$ cat src/rtl/conv1_event_gen_pkg.sv
// rtl/conv1_event_gen_pkg.sv - conv1 event word layout, FSM states and entry packing
package conv1_event_gen_pkg;

  localparam int CONV1_CHANNEL_I_WIDE = 8;
  localparam int CONV1_CHANNEL_O_WIDE = 7;
  localparam int CONV1_PX_X_WIDE_     = 2;
  localparam int CONV1_PX_Y_WIDE_     = 2;
  localparam int RELATIVE_POS         = 2;
  localparam int ENTRY_W              = 23;

  localparam int PIX_Y_LSB = 0;
  localparam int PIX_X_LSB = 2;
  localparam int CO_LSB    = 4;
  localparam int TAP_Y_LSB = 11;
  localparam int TAP_X_LSB = 13;
  localparam int CI_LSB    = 15;

  typedef enum logic [2:0] {
    ST_IDLE,
    ST_RD,
    ST_WAIT,
    ST_EMIT,
    ST_NEXT,
    ST_DONE
  } state_t;

  // Pixel index p = {py,px}; coordinates are 1-based so they land in {1,2}.
  function automatic logic [ENTRY_W-1:0] pack_entry(
    input logic [CONV1_CHANNEL_I_WIDE-1:0] ci,
    input logic [CONV1_CHANNEL_O_WIDE-1:0] co,
    input logic [1:0]                      pix,
    input logic [1:0]                      tap
  );
    logic [CONV1_PX_X_WIDE_-1:0] pix_x;
    logic [CONV1_PX_Y_WIDE_-1:0] pix_y;
    logic [RELATIVE_POS-1:0]     tap_x;
    logic [RELATIVE_POS-1:0]     tap_y;
    pix_x = {1'b0, pix[0]} + 2'd1;
    pix_y = {1'b0, pix[1]} + 2'd1;
    tap_x = {1'b0, tap[0]};
    tap_y = {1'b0, tap[1]};
    pack_entry = {ci, tap_x, tap_y, co, pix_x, pix_y};
  endfunction

endpackage

$ cat src/rtl/conv1_mask_pri_enc.sv
// rtl/conv1_mask_pri_enc.sv - lowest-set-bit encoder for a 4-bit spike mask
module conv1_mask_pri_enc (
  input  logic [3:0] mask,
  output logic [1:0] idx,
  output logic       any
);

  always_comb begin
    any = |mask;
    if (mask[0])      idx = 2'd0;
    else if (mask[1]) idx = 2'd1;
    else if (mask[2]) idx = 2'd2;
    else              idx = 2'd3;
  end

endmodule

$ cat src/rtl/conv1_event_gen.sv
// rtl/conv1_event_gen.sv - scans spike masks per timestep and writes conv1 event FIFO entries
module conv1_event_gen
  import conv1_event_gen_pkg::*;
#(
  parameter int CONV1_CHANNEL_NUM_O = 128,
  parameter int CONV1_CHANNEL_NUM_I = 256,
  parameter int SPIKE_RAM_LAT       = 1
) (
  input  logic        clk,
  input  logic        rst,
  input  logic        start,
  output logic        busy,
  output logic        done,
  output logic [7:0]  addr_r_spike,
  input  logic [3:0]  spike_mask,
  input  logic        full,
  output logic        w_en,
  output logic [22:0] valid_pix_pos_o
);

  localparam logic [6:0] CO_LAST   = 7'(CONV1_CHANNEL_NUM_O - 1);
  localparam logic [7:0] CI_LAST   = 8'(CONV1_CHANNEL_NUM_I - 1);
  localparam logic [1:0] WAIT_LAST = 2'(SPIKE_RAM_LAT - 1);

  state_t      state;
  logic [6:0]  co;
  logic [7:0]  ci;
  logic [3:0]  mask_reg;
  logic [1:0]  pix;
  logic [1:0]  tap;
  logic [1:0]  wait_cnt;
  logic [22:0] word_q;

  logic [3:0]  mask_clr;
  logic [3:0]  enc_in;
  logic [1:0]  enc_idx;
  logic        enc_any;

  // One encoder serves both the fresh RAM word and the mask after retiring a pixel.
  assign mask_clr = mask_reg & ~(4'b0001 << pix);
  assign enc_in   = (state == ST_WAIT) ? spike_mask : mask_clr;

  conv1_mask_pri_enc u_enc (
    .mask (enc_in),
    .idx  (enc_idx),
    .any  (enc_any)
  );

  assign w_en            = (state == ST_EMIT) && !full;
  assign valid_pix_pos_o = word_q;

  always_ff @(posedge clk or posedge rst) begin
    if (rst) begin
      state        <= ST_IDLE;
      busy         <= 1'b0;
      done         <= 1'b0;
      addr_r_spike <= '0;
      co           <= '0;
      ci           <= '0;
      mask_reg     <= '0;
      pix          <= '0;
      tap          <= '0;
      wait_cnt     <= '0;
      word_q       <= '0;
    end else begin
      done <= 1'b0;
      case (state)
        ST_IDLE: begin
          if (start) begin
            busy         <= 1'b1;
            co           <= '0;
            ci           <= '0;
            addr_r_spike <= '0;
            state        <= ST_RD;
          end
        end
        ST_RD: begin
          wait_cnt <= '0;
          state    <= ST_WAIT;
        end
        ST_WAIT: begin
          if (wait_cnt == WAIT_LAST) begin
            mask_reg <= spike_mask;
            if (enc_any) begin
              pix    <= enc_idx;
              tap    <= 2'd0;
              word_q <= pack_entry(ci, co, enc_idx, 2'd0);
              state  <= ST_EMIT;
            end else begin
              state <= ST_NEXT;
            end
          end else begin
            wait_cnt <= wait_cnt + 2'd1;
          end
        end
        ST_EMIT: begin
          if (!full) begin
            if (tap != 2'd3) begin
              tap    <= tap + 2'd1;
              word_q <= pack_entry(ci, co, pix, tap + 2'd1);
            end else begin
              mask_reg <= mask_clr;
              tap      <= 2'd0;
              if (enc_any) begin
                pix    <= enc_idx;
                word_q <= pack_entry(ci, co, enc_idx, 2'd0);
              end else begin
                state <= ST_NEXT;
              end
            end
          end
        end
        ST_NEXT: begin
          if (ci < CI_LAST) begin
            ci           <= ci + 8'd1;
            addr_r_spike <= ci + 8'd1;
            state        <= ST_RD;
          end else if (co < CO_LAST) begin
            ci           <= '0;
            addr_r_spike <= '0;
            co           <= co + 7'd1;
            state        <= ST_RD;
          end else begin
            busy  <= 1'b0;
            done  <= 1'b1;
            state <= ST_DONE;
          end
        end
        ST_DONE: state <= ST_IDLE;
        default: state <= ST_IDLE;
      endcase
    end
  end

endmodule

$ cat config.mk
export PLATFORM = sky130hd
export DESIGN_NAME = conv1_event_gen
export DESIGN_NICKNAME = d
export VERILOG_FILES = /design/src/rtl/conv1_event_gen_pkg.sv /design/src/rtl/conv1_mask_pri_enc.sv /design/src/rtl/conv1_event_gen.sv
export SDC_FILE = /design/constraint.sdc
export NUM_CORES = 1
export LEC_CHECK = 0
export BUFFER_PORTS_ARGS = -buffer_cell sky130_fd_sc_hd__buf_2
export CELL_PAD_IN_SITES_DETAIL_PLACEMENT = 0
export CELL_PAD_IN_SITES_GLOBAL_PLACEMENT = 1
export CORE_ASPECT_RATIO = 0.8
export CORE_MARGIN = 8
export CORE_UTILIZATION = 40
export DETAILED_ROUTE_END_ITERATION = 10
export PLACE_DENSITY_LB_ADDON = 0.1
export SYNTH_ARGS = -nofsm -noshare
export SYNTH_HDL_FRONTEND = slang
export SYNTH_HIERARCHICAL = 1
export SYNTH_SLANG_ARGS = --single-unit
export TNS_END_PERCENT = 20
$ cat constraint.sdc
create_clock -name clk -period 2.59 [get_ports clk]
set_clock_uncertainty 0.1 [all_clocks]
set_input_delay 0.518 -clock clk [delete_from_list [all_inputs] [get_ports clk]]
set_output_delay 0.518 -clock clk [all_outputs]
set_load 0.03 [all_outputs]
Yosys cells after proc, flatten, opt, wreduce, memory -nomap -nowiden
Cells that the tools add are included.
Widths: inputs -> output; s select.
- register bits after elaboration: 53
- latch bits: 0
- bits in writable memories: 0
- bits in read-only memories: 0
- input bits: 8
- output and inout bits: 34
- word-level logic and storage cells: 104
- memories: 0
- $add $sub $neg: 8
- multiply operators: 0
- divide/modulo/power cells: 0
- order comparisons: 2
- eq/ne operators: 16
- shift operators: 1
- mux-type cells: 49
- bitwise logic cells: 2
- reductions and logical operators: 16
- operator list (cell ; number):
    $mux 23 ; 4
    $pmux 23 s2 ; 1
    $mux 3 ; 8
    $mux 8 ; 3
    $mux 2 ; 11
    $mux 7 ; 3
    $ne 2x2->1 const B ; 10
    $mux 4 ; 4
    $pmux 8 s2 ; 1
    $reduce_and 4->1 ; 4
    $pmux 3 s5 ; 1
    $pmux 7 s2 ; 1
    $pmux 2 s2 ; 3
    $add 1x1->2 const B ; 4
    $add 8x1->8 const B ; 1
    $lt 8x8->1 const B ; 1
    $pmux 4 s2 ; 1
    $add 7x1->7 const B ; 1
    $lt 7x7->1 const B ; 1
    $mux 1 ; 7
    $eq 3x2->1 const B ; 2
    $reduce_and 3->1 ; 2
    $reduce_bool 2->1 ; 3
    $reduce_and 5->1 ; 1
    15 further kinds ; 16

Longest topological paths before layout
Gate-level depths: netlist of the first run.
- depth after elaboration: 12
- mapped depth: 12
- mapped depth without buffers: 11

By module
The synthesis of the first run kept the hierarchy.
- modules (own cells, without submodules) (module ; times used ; cells an instance ; area an instance (um^2) ; sequential area each (um^2)):
    conv1_event_gen ; 1 ; 247 ; 2680.1 ; 1326.3
    conv1_mask_pri_enc ; 1 ; 5 ; 26.3 ; 0.0

Worst setup path after synthesis of the first run
OpenSTA, ideal clock, no wires.
- path kind: register -> register
- start: register state[0]
- end: register word_q[17], in the netlist valid_pix_pos_o[17]
- setup time: 125 ps
- arrival: 2306 ps
- required time: 2365 ps
- setup slack: 59 ps
- stages on the path, launching flop included: 10
- path buffers: 3
- period minus slack after synthesis: 2531 ps
- path through: dfrtp_1 > buf_4 > buf_2 > nor2_1 > o21ai_0 > nor2_2 > nand2_1 > o21ai_2 > buf_6 > mux2_2
- cells in the longest elaborated chain, start to end: 7
- elaborated cells on any way between the ends: 13
- classes of those cells: eq/ne: 4; mux: 6; reduce/logical: 3
- RTL lines (what ; RTL line ; source):
    start: declaration ; conv1_event_gen.sv:25 ; state_t state;
    start signal: assignment ; conv1_event_gen.sv:54 ; state <= ST_IDLE;
    start signal: assignment ; conv1_event_gen.sv:74 ; state <= ST_RD;
    start signal: assignment ; conv1_event_gen.sv:79 ; state <= ST_WAIT;
    $eq 3x2->1 (*) ; conv1_event_gen.sv:41 ; assign enc_in = (state == ST_WAIT) ? spike_mask : mask_clr;
    $mux 4 (*) ; conv1_event_gen.sv:41 ;
    net enc_in[0] ; conv1_event_gen.sv:35 ; logic [3:0] enc_in;
    $reduce_or 4->1 (*) ; conv1_mask_pri_enc.sv:9 ; any = |mask;
    net enc_any ; conv1_event_gen.sv:37 ; logic enc_any;
    $mux 23 (*) ; -- ;
    $mux 23 (2 in a row) ; -- ;
    $pmux 23 s2 (*) ; conv1_event_gen.sv:67 ; case (state)
    end signal: assignment ; conv1_event_gen.sv:87 ; word_q <= pack_entry(ci, co, enc_idx, 2'd0);
    end signal: assignment ; conv1_event_gen.sv:100 ; word_q <= pack_entry(ci, co, pix, tap + 2'd1);
    end signal: assignment ; conv1_event_gen.sv:106 ; word_q <= pack_entry(ci, co, enc_idx, 2'd0);
    end: declaration ; conv1_event_gen.sv:32 ; logic [22:0] word_q;
The timed path passes the listed nets; every way through them passes the cells marked *. The select of a mux whose other input is x is not followed.
A chain may end at the register's enable or synchronous reset.

Final worst setup path of the first run
- start: register state[1]
- end: register tap[0]
- cells in the longest elaborated chain, start to end: 5
- elaborated cells on any way between the ends: 10
- classes of those cells: eq/ne: 5; mux: 2; reduce/logical: 3
- RTL lines (what ; RTL line ; source):
    $eq 3x2->1 ; conv1_event_gen.sv:41 ;
    $mux 4 ; conv1_event_gen.sv:41 ;
    net enc_in[1] ; conv1_event_gen.sv:35 ;
    $reduce_or 4->1 ; conv1_mask_pri_enc.sv:9 ;
    net enc_any ; conv1_event_gen.sv:37 ;
    $ne 2x2->1 (no line) ; -- ;
    $reduce_and 4->1 (no line) ; -- ;
    end signal: assignment ; conv1_event_gen.sv:99 ; tap <= tap + 2'd1;
    end: declaration ; conv1_event_gen.sv:30 ; logic [1:0] tap;
The timed path passes the listed nets, and every way through them passes these cells.

==> results of run 1 <==
[cell families (layout without fill, tap and decap cells)]
logic type / count (synthesis) / count (layout)
simple gates: 82 / 82
compound gates: 71 / 71
flops: 53 / 53
mux: 20 / 20
buf+inv: 20 / 70
fa+ha+maj: 4 / 4
xor+xnor: 2 / 2
[layout by cell type, fill, tap and decap left out, types with 4 or more instances in the layout]
master / n
nand2b_1: 5
a22o_1: 8
nand2_1: 21
nor2b_1: 4
o21ai_0: 18
nor2_1: 15
clkbuf_8: 5
a21o_1: 7
inv_1: 10
dfrtp_1: 53
ha_1: 4
and2_1: 4
mux2_2: 18
buf_2: 41
nand3_1: 5
nor3_1: 4
a21oi_1: 12
buf_4: 9
[report_power, final]
| group | internal (mW) | switching [mW] |
|---|---|---|
| clock | 0.191 | 0.275 |
| combinational | 0.639 | 0.991 |
| sequential | 1.03 | 0.167 |
[worst paths after layout]
kind                                           from  depth (start not counted)                   to  slack, ps
worst max-delay path                       state[1]                         11               tap[0]        250
worst min-delay path                            rst                          3  valid_pix_pos_o[16]        150
worst max register to register             state[1]                         11               tap[0]        250
worst min register to register  valid_pix_pos_o[14]                          1  valid_pix_pos_o[14]        390
max in group asynchronous                       rst                          3          wait_cnt[0]       2000
min in group clk                      spike_mask[1]                          2          mask_reg[1]        340
[stage by stage]
| stage | util (%) | cell area [sq um] | power, mW | hold slack (ps) | std cells |
|---|---|---|---|---|---|
| 6_report | 48.3 | 3130 | 3.29 | 153 | 386 |
| 5_1_grt | 48.3 | 3130 | 3.57 | 159 | 386 |
| 4_1_cts | 48.3 | 3130 | 3.33 | 154 | 386 |
| 3_5_place_dp | 47.0 | 3040 | 2.87 | 365 | 378 |
| 3_3_place_gp | 47.0 | 3040 | 2.85 | 353 | 378 |
| 2_1_floorplan | - | 2710 | 2.45 | 350 | 252 |
[worst reg2reg max path: cells and delay by family, from the launching register on]
kind | cells | cell delay, ps
compound gates | 3 | 610
simple gates | 7 | 1060
flops | 1 | 390
buf+inv | 1 | 150
[layer usage]
| metal | wire length [um] | vias to the layer above | GRT usage, % |
|---|---|---|---|
| met5 | 0 | - | 0 |
| met4 | 17 | 0 | 2.64 |
| met3 | 335 | 2 | 3.64 |
| met2 | 2460 | 42 | 18.6 |
| met1 | 3050 | 984 | 18.0 |
| li1 | - | 1009 | - |
[area by class of cell]
class / count / area, sq um
inverters: 11 / 41.3
repair buffers: 51 / 293
well taps: 84 / 105
flip-flops and latches: 53 / 1330
multi-input cells: 179 / 1270
clock buffers: 6 / 72.6
fillers: 641 / 3350
clock inverters: 2 / 15.0
==> impl_metrics.toml, run 1 <==
[outcome]
status = "finished, final reports clean"

[cts]
path_clk_slew_ps = 100
cts_buffers = 5
clock-sinks = 53
ctsLongestPathBuffers = 2
tritoncts = "built"
hold_buffers = 0
htreeDepth = 2
postCtsSetupBuffers = 0
cts_root_buf = "clkbuf_8"
clock_latency_ps = 300
cts.repair.resized = 0

[setup_path]
max_stage_delay_ps = 390
worstPathMaxFanout = 8
cp-end-kind = "flop"
worstPathArrival_ps = 2500
required_ps = 2740
crit_family = "simple AND/OR/NAND/NOR gates"
slowest_stage = "dfrtp_1"
startpoint_type = "flop"
cp.buffers_inverters = 1
crit_chain = "nand2b_1, nor2_1, buf_4, o31ai_1, nor2_2, nand2_1, nor2b_1, a22o_1, nand2_1, nor3b_1, a21o_1"
crit_top_cell = "nand2_1"
critPathKind = "flop to flop"

[cells_and_area]
final_nets = 313
diodes = 0
largest_reg_flops = 23
area_growth_pct = 15.6
drive_gt1_share_pct = 31.8

[sta]
worst_pin_slew_ps = 499
setup_ws_ps = 247
period_share_pct = 90.4
setup_viol = 0
relSlewSlack_pct = 66.4
setup_tns_ps = 0
drv_slew = 0
max_freq_mhz = 427
hold_violations = 0
layout_min_cycle_time_ps = 2340
rsz0062_at_grt = "no"

[die]
rows = 26
coreArea_sq_um = 6470
dieWidth_um = 108
initial_core_util_pct = 41.8
die_y_um = 89.6
die-area_sq_um = 9670
pin_count = 42

[global_route]
grt_max_degree = 54
grt.overflow.total = 0
grt_pass1_vias = 1991
antenna_found_initial = 0
grt_usage_pct = 12.7
grt_pass1_wl_um = 9830

[yosys]
synth_fa_ha_area_share_pct = 1.85
synth_xor_xnor_area_share_pct = 0.647
synth_warnings = 6
synth_top_family_by_area = "compound AO/OA/AOI/OAI gates"
yosysUniqueCellTypes = 55
yosysMostFrequentCell = "dfrtp_1"
synthCells = 252
synth_top_area_share_pct = 49.0
synth_mux_area_share_pct = 8.23
synth-simple-area-share_pct = 18.2
ys.flop_type = "dfrtp_1"
synth_edf_count = 0
synthTopCellsByCount = "dfrtp_1, nand2_1, mux2_2, o21ai_0, nor2_1"
yosysTopAreaCell = "dfrtp_1"
ys_seq_area_share_pct = 49.0
async_reset_ff_share_pct = 100
syn_area_sq_um = 2710
synth_seq_cells = 53
synth_area_leaders = "dfrtp_1, mux2_2, o21ai_0"
synth_compound_area_share_pct = 18.2
syn_avg_cell_area_sq_um = 10.7
syn_nets = 264

[placed_design]
io_buffer_count = 41
place_hpwl_um = 4250
gp_congestion = 0.763
dp_slack_ps = 266

[hold_path]
hold_class = "input pin to asynchronous set/reset pin"

[pwr]
irDropWorstVdd_uv = 368
power_density_nw_per_um2 = 1050
p_leak_nw = 1.55

[drt]
final_antenna_net_count = 0
vias_per_cell = 5.28
wirelength_um = 5860
wl_per_cell_um = 15.2
drtIter0Drc = 111
detailedRoute.firstPassIterationCount = 4
drc = 0
vias = 2037

[job]
cap_violations = 0
Power figures use the tool's default switching activity.
==> inputs of run 2 (changes only) <==
CORE_MARGIN = 5   (was 8)
==> impl_metrics.toml, run 2 (synthesis gave the netlist of run 1 again) <==
[outcome]
status = "finished, final reports clean"

[pwr]
switching_power_mw = 1.44
seq_power_share_pct = 35.3
internal_power_mw = 1.95
power_density_nw_per_um2 = 1080
p_comb_share_pct = 48.1
p_leak_nw = 1.57
clock_power_share_pct = 16.6
switching_share_pct = 42.4
irDropWorstVdd_uv = 300

[global_route]
antenna_found_initial = 0
grt_max_degree = 28
grt.overflow.total = 0
grt_usage_pct = 13.9
grt_pass1_wl_um = 9630
grt_pass1_vias = 1884

[die]
rows = 26
initial_core_util_pct = 41.8
die-area_sq_um = 8520
coreArea_sq_um = 6470
dieWidth_um = 102
pin_count = 42
die_y_um = 83.6

[setup_path]
worstPathMaxFanout = 17
worstPathArrival_ps = 2440
critPathKind = "flop to flop"
required_ps = 2680
cp-end-kind = "flop"
startpoint_type = "flop"
worstRegToRegCells = 9

[cells_and_area]
design_area_sq_um = 3150
area_growth_pct = 16.4
final_nets = 312
layout_common_cells = "dfrtp_1, buf_2, nand2_1, mux2_2, o21ai_0"
drive_gt1_share_pct = 32.9
nFillCells = 632
final_common_cell = "dfrtp_1"
largest_reg_flops = 23
diodes = 0

[drt]
detailedRoute.firstPassIterationCount = 5
wirelength_um = 5750
wl_per_cell_um = 14.9
vias_per_cell = 5.20
drc = 0
final_antenna_net_count = 0
vias = 2003
drtIter0Drc = 73

[sta]
drv_slew = 0
period_share_pct = 90.8
relSlewSlack_pct = 43.0
setup_tns_ps = 0
max_freq_mhz = 425
hold_violations = 0
setup_viol = 0
layout_min_cycle_time_ps = 2350
rsz0062_at_grt = "no"
worst_pin_slew_ps = 846

[cts]
clock-sinks = 53
htreeDepth = 2
cts_root_buf = "clkbuf_8"
ctsLongestPathBuffers = 2
clock_latency_ps = 310
tritoncts = "built"
cts_buffers = 5
path_clk_slew_ps = 100
hold_buffers = 0

[job]
cap_violations = 0

[placed_design]
io_buffer_count = 41
place_hpwl_um = 4220
gp_congestion = 0.733
post_dp_cell_area_sq_um = 3020

[hold_path]
hold_class = "input pin to asynchronous set/reset pin"
## run 2: cell count changes in the layout (fill, tap and decap cells not counted), sizes merged
cell,delta
buf,-1
clkinv,+1
clkinvlp,-2
bufinv,+1
## run 2: power groups by stage
stage               clock (mW)  sequential (mW)  combinational [mW]
finish                   0.563             1.20                1.63
global route             0.617             1.23                1.79
CTS                      0.590             1.20                1.63
detailed placement           0             1.21                1.62
floorplan                    0             1.41                1.04
global placement             0             1.21                1.62
## run 2: cell type report
class                      count  area [sq um]  share of cell area (%)
sequential                    53          1330                    42.1
multi-input combinational    179          1290                    41.0
timing repair buffer          50           273                    8.66
tap                           84           105                    3.34
clock buffer                   6          72.6                    2.30
inverter                      11          41.3                    1.31
clock inverter                 2          38.8                    1.23
## run 2: what timing repair did
action,4_1_cts,5_1_grt
gates resized for setup,0,4
endpoints found under the setup margin,0,2
endpoints found under the hold margin,0,0
setup buffers,0,0
## run 2: worst max-delay path: stages (launching register included)
cell      delay, ps
dfrtp_1         380
nand2b_1        210
nor2_1          120
buf_4           160
o21ai_0         160
nor2_2          150
nand2_1         150
o21ai_2         160
buf_4           280
mux2_2          370
## run 2: path summary, 6_finish.rpt
path	start	endpoint	slack (ps)
max in group asynchronous	rst	valid_pix_pos_o[7]	1600
max reg2reg	state[2]	valid_pix_pos_o[5]	240
min reg2reg	valid_pix_pos_o[3]	valid_pix_pos_o[3]	380
min in group clk	spike_mask[1]	mask_reg[1]	360
min	rst	valid_pix_pos_o[16]	150
max	state[2]	valid_pix_pos_o[5]	240
## run 2: routing by layer
| layer | vias to the layer above | global-route usage [%] | routed length [um] |
|---|---|---|---|
| li1 | 1004 | - | - |
| met1 | 954 | 23.1 | 3120 |
| met2 | 43 | 18.2 | 2310 |
| met3 | 2 | 3.01 | 297 |
| met4 | 0 | 2.86 | 24 |
| met5 | - | 0 | 0 |
## run 2: metrics by stage
step	setup WS [ps]	total power, mW	hold WS [ps]	utilization, %	std cells
2_1_floorplan	59.3	2.45	350	-	252
3_3_place_gp	248	2.83	357	46.7	377
3_5_place_dp	187	2.84	365	46.7	377
4_1_cts	158	3.41	177	48.4	385
5_1_grt	25.7	3.64	204	48.6	385
6_report	239	3.39	152	48.6	385
